$ cat src/rtl/vga_timing_gen.sv
// VGA raster timing: clock-enable pixel divider, h/v counters, sync/bright decodes, frame tick.
// Optional `VGA_FRAME_CNT_EN adds an 8-bit frame counter output (frame_cnt).
module vga_timing_gen #(
    parameter int unsigned CLK_DIV  = 4,
    parameter int unsigned H_SYNC   = 96,
    parameter int unsigned H_BP     = 48,
    parameter int unsigned H_ACTIVE = 640,
    parameter int unsigned H_TOTAL  = 800,
    parameter int unsigned V_SYNC   = 2,
    parameter int unsigned V_BP     = 33,
    parameter int unsigned V_ACTIVE = 480,
    parameter int unsigned V_TOTAL  = 525
) (
    input  logic       clk,
    input  logic       rst,
    output logic       pix_tick,
    output logic [9:0] hCount,
    output logic [9:0] vCount,
    output logic       hSync,
    output logic       vSync,
    output logic       bright,
    output logic       frame_tick
`ifdef VGA_FRAME_CNT_EN
    ,
    output logic [7:0] frame_cnt
`endif
);

    localparam int unsigned DivW = (CLK_DIV > 1) ? $clog2(CLK_DIV) : 1;
    localparam logic [DivW-1:0] DivMax = DivW'(CLK_DIV - 1);

    localparam logic [9:0] HSyncEnd = 10'(H_SYNC);
    localparam logic [9:0] HActBeg  = 10'(H_SYNC + H_BP);
    localparam logic [9:0] HActEnd  = 10'(H_SYNC + H_BP + H_ACTIVE);
    localparam logic [9:0] HLast    = 10'(H_TOTAL - 1);
    localparam logic [9:0] VSyncEnd = 10'(V_SYNC);
    localparam logic [9:0] VActBeg  = 10'(V_SYNC + V_BP);
    localparam logic [9:0] VActEnd  = 10'(V_SYNC + V_BP + V_ACTIVE);
    localparam logic [9:0] VLast    = 10'(V_TOTAL - 1);

    logic [DivW-1:0] div_q, div_d;
    logic [9:0]      h_q, h_d;
    logic [9:0]      v_q, v_d;
    logic            h_wrap, v_wrap;

    // With CLK_DIV == 1 the divider never leaves 0, so pix_tick stays high.
    assign pix_tick = (div_q == DivMax);
    assign h_wrap   = (h_q == HLast);
    assign v_wrap   = (v_q == VLast);

    always_comb begin
        div_d = pix_tick ? '0 : div_q + DivW'(1);
        h_d   = h_q;
        v_d   = v_q;
        if (pix_tick) begin
            if (h_wrap) begin
                h_d = '0;
                v_d = v_wrap ? '0 : v_q + 10'd1;
            end else begin
                h_d = h_q + 10'd1;
            end
        end
    end

    always_ff @(posedge clk or negedge rst) begin
        if (!rst) begin
            div_q <= '0;
            h_q   <= '0;
            v_q   <= '0;
        end else begin
            div_q <= div_d;
            h_q   <= h_d;
            v_q   <= v_d;
        end
    end

    assign hCount     = h_q;
    assign vCount     = v_q;
    assign hSync      = (h_q >= HSyncEnd);
    assign vSync      = (v_q >= VSyncEnd);
    assign bright     = (h_q >= HActBeg) && (h_q < HActEnd) &&
                        (v_q >= VActBeg) && (v_q < VActEnd);
    assign frame_tick = pix_tick && h_wrap && v_wrap;

`ifdef VGA_FRAME_CNT_EN
    logic [7:0] fc_q, fc_d;

    always_comb begin
        fc_d = frame_tick ? fc_q + 8'd1 : fc_q;
    end

    always_ff @(posedge clk or negedge rst) begin
        if (!rst) begin
            fc_q <= '0;
        end else begin
            fc_q <= fc_d;
        end
    end

    assign frame_cnt = fc_q;
`endif

endmodule
$ cat config.mk
export PLATFORM = sky130hd
export DESIGN_NAME = vga_timing_gen
export DESIGN_NICKNAME = d
export VERILOG_FILES = /design/src/rtl/vga_timing_gen.sv
export SDC_FILE = /design/constraint.sdc
export NUM_CORES = 1
export LEC_CHECK = 0
export CAP_MARGIN = 5
export CELL_PAD_IN_SITES_DETAIL_PLACEMENT = 1
export CELL_PAD_IN_SITES_GLOBAL_PLACEMENT = 1
export CORE_AREA = 2 2 60 62
export DETAILED_ROUTE_END_ITERATION = 8
export DIE_AREA = 0 0 62 64
export MAX_ROUTING_LAYER = met4
export PLACE_DENSITY = 0.82
export SYNTH_ARGS = -nofsm -noshare
export SYNTH_HDL_FRONTEND = slang
export SYNTH_SLANG_ARGS = --single-unit
$ cat constraint.sdc
create_clock -name clk -period 2.3 [get_ports clk]
set_input_delay 0.46 -clock clk [delete_from_list [all_inputs] [get_ports clk]]
set_output_delay 0.46 -clock clk [all_outputs]
set_load 0.1 [all_outputs]
* Word-level counts from Yosys, hierarchy flattened
Index checks and enable logic that the tools add are counted.
** Word-level totals
- Output and inout bits :: 25
- Register bits after elaboration :: 22
- Word-level logic and storage cells :: 24
- Bits of input ports :: 2
** Cells by class
- $lt $le $gt $ge :: 6
- Reductions and logical operators :: 6
- Mux-type cells :: 3
- Equal/unequal tests :: 3
- Add/subtract/negate cells :: 3
** Operators by type and width (number)
- 10-bit by 1-bit adder with 10-bit output, second input constant :: 2
- 10-bit equality test, second input constant :: 2
- 10-bit < comparator, second input constant :: 2
- 10-bit two-way mux :: 2
- 10-bit by 2-bit greater-or-equal comparator with 1-bit output, second input constant :: 1
- 10-bit by 6-bit greater-or-equal comparator with 1-bit output, second input constant :: 1
- 10-bit by 7-bit greater-or-equal comparator with 1-bit output, second input constant :: 1
- 10-bit by 8-bit greater-or-equal comparator with 1-bit output, second input constant :: 1
- 1-bit logical AND :: 5
- 2-bit by 1-bit adder with 2-bit output, second input constant :: 1
- 2-bit equality test, second input constant :: 1
- 2-bit two-way mux :: 1
- 2-bit AND reduction :: 1

* Depth between registers and ports, before layout
Gate-level depths: netlist (run 1).
- Depth in word-level cells :: 4
- Mapped depth :: 6
- Depth with buffers taken out :: 5

* Worst setup path after synthesis (run 1)
OpenSTA, ideal clock, no wires.
- Path type :: register to output
- Start point :: register v_q[1] (netlist: vCount[1])
- End point :: output bright
- Buffers on the path :: 0
- Data arrival time :: 3.983 ns
- Cell stages (with the launch flop) :: 6
- Data required time :: 1.840 ns
- Path slack :: -2.143 ns
- Cell sequence :: dfrtp_1 ha_1 inv_1 a311oi_1 a41oi_1 a311oi_1
** Between the ends
- Word-level cells in the longest chain between the ends :: 3
- Elaborated cells on any way between the ends :: 4
- Those cells by class :: 2 x order compare; 2 x reduce/logical
** RTL lines
- from (decl) :: RTL line 43 : logic [9:0] v_q, v_d;
- from (signal assigned) :: RTL line 73 : v_q <= v_d;
- 10-bit by 6-bit greater-or-equal comparator with 1-bit output :: RTL line 82 : (v_q >= VActBeg) && (v_q < VActEnd);
- 1-bit logical AND :: RTL line 81 : assign bright = (h_q >= HActBeg) && (h_q < HActEnd) &&
- 1-bit logical AND (*) :: RTL line 82
- to (decl) :: RTL line 21 : output logic bright,
Every way passes the cells marked *; elsewhere a longest branch is shown, timed or not.

* Final worst setup path (run 1)
- Start point :: register h_q[5] (netlist: hCount[5])
- End point :: output frame_tick
** Between the ends
- Word-level cells in the longest chain between the ends :: 3
** RTL lines
- from (decl) :: RTL line 42 : logic [9:0] h_q, h_d;
- from (signal assigned) :: RTL line 68 : h_q <= '0;
- from (signal assigned) :: RTL line 72 : h_q <= h_d;
- 10-bit equality test :: RTL line 48 : assign h_wrap = (h_q == HLast);
- 1-bit logical AND (2 in series) :: RTL line 83 : assign frame_tick = pix_tick && h_wrap && v_wrap;
- to (decl) :: RTL line 22 : output logic frame_tick
Every way passes these cells.

==> results of run 1 <==
[flip-flops by register name, indices dropped and copies added (netlist names)]
signal  cells
vCount     10
div_q       2
hCount     10
[final cells by class]
type	count	area [µm²]
clock buffer	4	26.3
tap	46	57.6
inverter	7	31.3
multi-input combinational	91	743
timing repair buffer	43	363
sequential	22	581
fill	362	1480
[worst register-to-register path, stage by stage (launching register included)]
cell and delay, ps:
dfrtp_4 520, or4b_4 550, buf_4 150, or4_4 520
nor3_2 210, xor2_1 150
[repair_timing]
| action | in CTS | in global routing |
|---|---|---|
| endpoints found under the hold margin | 0 | 0 |
| resized for setup | 4 | 8 |
| setup buffers | 4 | 8 |
| endpoints found under the setup margin | 2 | 2 |
| pin swaps | 1 | 4 |
[power breakdown]
part           switching [W]  total [W]  internal (W)  leakage [nW]
Combinational     0.00000765  0.0000103    0.00000261         0.488
Clock               0.000121   0.000188     0.0000676        0.0150
Sequential                 0   0.000386      0.000386         0.265
Total               0.000128   0.000585      0.000457         0.767
[synth_stat cells]
library cell	count
or2_2	1
or4_1	1
a21oi_1	1
nor3_1	4
mux2i_1	2
a311oi_1	2
o31a_1	1
nand4_1	6
buf_2	1
nor2b_1	1
ha_1	6
a21boi_0	1
o21ai_0	8
or4_4	1
o2bb2ai_1	1
dfrtp_1	22
xnor2_1	7
o21a_1	1
nand3b_1	1
clkbuf_1	2
a32o_1	1
nor4_1	4
a41oi_1	1
nand3_1	12
buf_6	1
nand2_1	5
and4b_1	1
o211ai_1	1
inv_1	7
a2111o_1	1
nor2_1	8
nor3_2	2
xor2_1	4
and3_1	4
or3_1	1
or4b_4	1
[stage by stage]
stage / cells / setup slack, ps / util, %
2_1_floorplan: 124 / -502 / -
3_3_place_gp: 197 / 146 / 49.2
3_5_place_dp: 197 / 101 / 49.2
4_1_cts: 205 / -149 / 51.7
5_1_grt: 213 / -220 / 54.9
6_report: 213 / -142 / 54.9
[layer usage]
| layer | vias up | wire length [µm] | global-route usage (%) | share of wire, % |
|---|---|---|---|---|
| li1 | 546 | - | - | - |
| met1 | 591 | 1540 | 26.8 | 43 |
| met2 | 30 | 1900 | 31.8 | 53 |
| met3 | 2 | 128 | 2.63 | 3.6 |
| met4 | 0 | 22 | 5.85 | 0.61 |
| met5 | - | 0 | - | 0 |
[cell families (layout without fill, tap and decap cells)]
group | Yosys count | count (layout) | share of synthesized area [%]
adders and majority gates | 6 | 6 | 6.10
DFF | 22 | 22 | 44.8
muxes | 2 | 2 | 1.63
AOI/OAI and AO/OA | 19 | 19 | 10.8
xor gates and xnor gates | 11 | 11 | 7.83
buffers and inverters | 11 | 54 | 4.07
and+or+nand+nor | 53 | 53 | 24.8
[placed cells by master (no fill, tap or decap), types with 2 or more instances in the layout]
| cell type | instances |
|---|---|
| dfrtp_4 | 3 |
| buf_4 | 39 |
| nor2_1 | 7 |
| xnor2_1 | 7 |
| dfrtp_2 | 15 |
| a311oi_4 | 2 |
| nand2_1 | 5 |
| or4_4 | 2 |
| xor2_1 | 4 |
| nor3_2 | 3 |
| nand3_1 | 11 |
| nand4_1 | 6 |
| and3_1 | 4 |
| inv_1 | 6 |
| nor4_1 | 3 |
| clkbuf_4 | 3 |
| nor3_1 | 2 |
| buf_12 | 3 |
| ha_1 | 4 |
| o21ai_0 | 8 |
| dfrtp_1 | 4 |
| mux2i_1 | 2 |
[worst max path at each step]
stage / end / slack, ps / depth (start not counted)
final: frame_tick / -140 / 4
after global routing: frame_tick / -220 / 4
after CTS: frame_tick / -150 / 4
after detailed placement: bright / 100 / 6
after global placement: frame_tick / 150 / 4
after floorplan: frame_tick / -500 / 4
==> key figures, run 1 <==
Global route
  – First-pass GRT wire length: 5870 µm
  – Gr usage total: 20.2%
  – Largest net degree at the start of global routing: 23
  – Initial antenna violation count: 0
  – Vias in the first global route: 1191
  – Total gr overflow: 0

Final layout
  – Number of diodes: 0
  – Nets@finish: roughly 180
  – Area Overhead vs Synth: 46.5%
  – Ratio of cells with drive above 1 in the final layout: a little under half
  – Final Cell Area: 1800 µm²

Route
  – Avg WL per Cell: 16.9 µm
  – Vias/cell: 5.49
  – Via count: 1169
  – Detailed Route WL: 3590 µm
  – DRC Markers: 0
  – Final ANT Viol Nets: 0
  – Initial DRC Count: 25
  – DRT Pass-1 Iters: 4

Synthesis
  – Synth top area cells: dfrtp_1 45%, ha_1 6.1%, xnor2_1 5.0%
  – Syn_area_per_cell: 9.92 µm²
  – Synth Register Bits: 22
  – Synth warn: 0
  – Post-synth top area cell: dfrtp_1
  – Top-area cell type share of the netlist area: 44.8%
  – Cells after synthesis: 124
  – Syn nets: about 130
  – Netlist cell types: 36
  – Seq/Total Area, Yosys: 44.8%
  – Cell Area, Synth: between 1000 and 1500 µm²

Timing
  – Hold Fails Final Rpt: 0
  – Minimum clock period: about 2400 ps
  – Setup tns final: -231 ps
  – Slew @ Worst Pin: 457 ps
  – Setup Viol. Count Final: 2
  – Final Max Tran Viols: 0
  – Setup ws final: -142 ps
  – Maximum clock frequency: 410 MHz
  – Unrepaired setup endpoints after global routing: true
  – Clock Skews: 5.54 ps
  – Slew HR: 69.3%
  – WHS: 444 ps
  – Tcrit/Tclk final: 106%

Hold path
  – Worst Hold Depth: 1
  – Hold worst-path end: div_q[0]
  – Hold_sp: div_q[0]
  – Worst min-delay path category: flip-flop to flip-flop

Power and ir drop
  – Leakage: roughly 0.77 nW
  – Maximum vdd ir drop: 0.000163 V
  – Final Power: 0.000585 W
  – Pwr Density: 325 nW/µm²

Floorplan
  – Chip Width: 62 µm
  – Chip height: 64 µm
  – Area of the die: about 4000 µm²
  – Initial Util: 37.4%
  – Core area: about 3300 µm²
  – Ports: 27
  – # rows: 21

Critical path
  – Buf+Inv Stages, Crit Path: 1
  – Crit-path max cell delay: 550 ps
  – Required @ worst endpoint: 1840 ps
  – Length in cells of the worst reg-to-reg path: 5
  – Worst path slowest cell: or4b_4
  – Crit path launch: hCount[5]
  – CP Capture Type: output pin
  – Reg-to-Reg Start: hCount[5]
  – Critical path fanouts, max: 4
  – End of the worst register-to-register path: vCount[8]
  – WS Path Type: flip-flop to output pin
  – Worst setup SP type: flip-flop
  – Arrival @ worst endpoint: 1980 ps
  – Reg2Reg Setup Slack: ~140 ps
  – CP delay by family, top: simple AND/OR/NAND/NOR gates
  – Worst-path cell chain: or4b_4, or2_4, nor3_4, buf_12

Status
  – Status: complete, but fails checks
  – Failing checks: setup timing

Clock network
  – Root Buffer: clkbuf_4
  – Worst-path clk slew: 130 ps
  – CTS buffer count: 3
  – CTS tree: yes
  – Maximum clock path buffer count: 2
  – CTS Hold Buffers Added: 0
  – Clock Sinks: 22
  – CTS H-tree lvls: 1
  – Worst-Skew Late Latency: just over 300 ps

Place
  – Buffers on Ports: 26
  – HPWL after DPL: 2410 µm
  – Dpl cell area: 1620 µm²
  – GPL Wtd Cong: ~0.78

Job
  – Total of max-cap violations: 0
(Power assumes the default switching activity.)
==> run 2: changes to the inputs <==
Settings changed: HOLD_SLACK_MARGIN from default to 0.02, SLEW_MARGIN from default to 5.
==> results of run 2 <==
Same layout as run 1: the final DEF is identical, and so are final timing and power.
==> run 3: changes to the inputs <==
Settings changed: SLEW_MARGIN 5 to 20.
==> results of run 3 <==
Same layout as run 1: the final DEF is identical, and so are final timing and power.
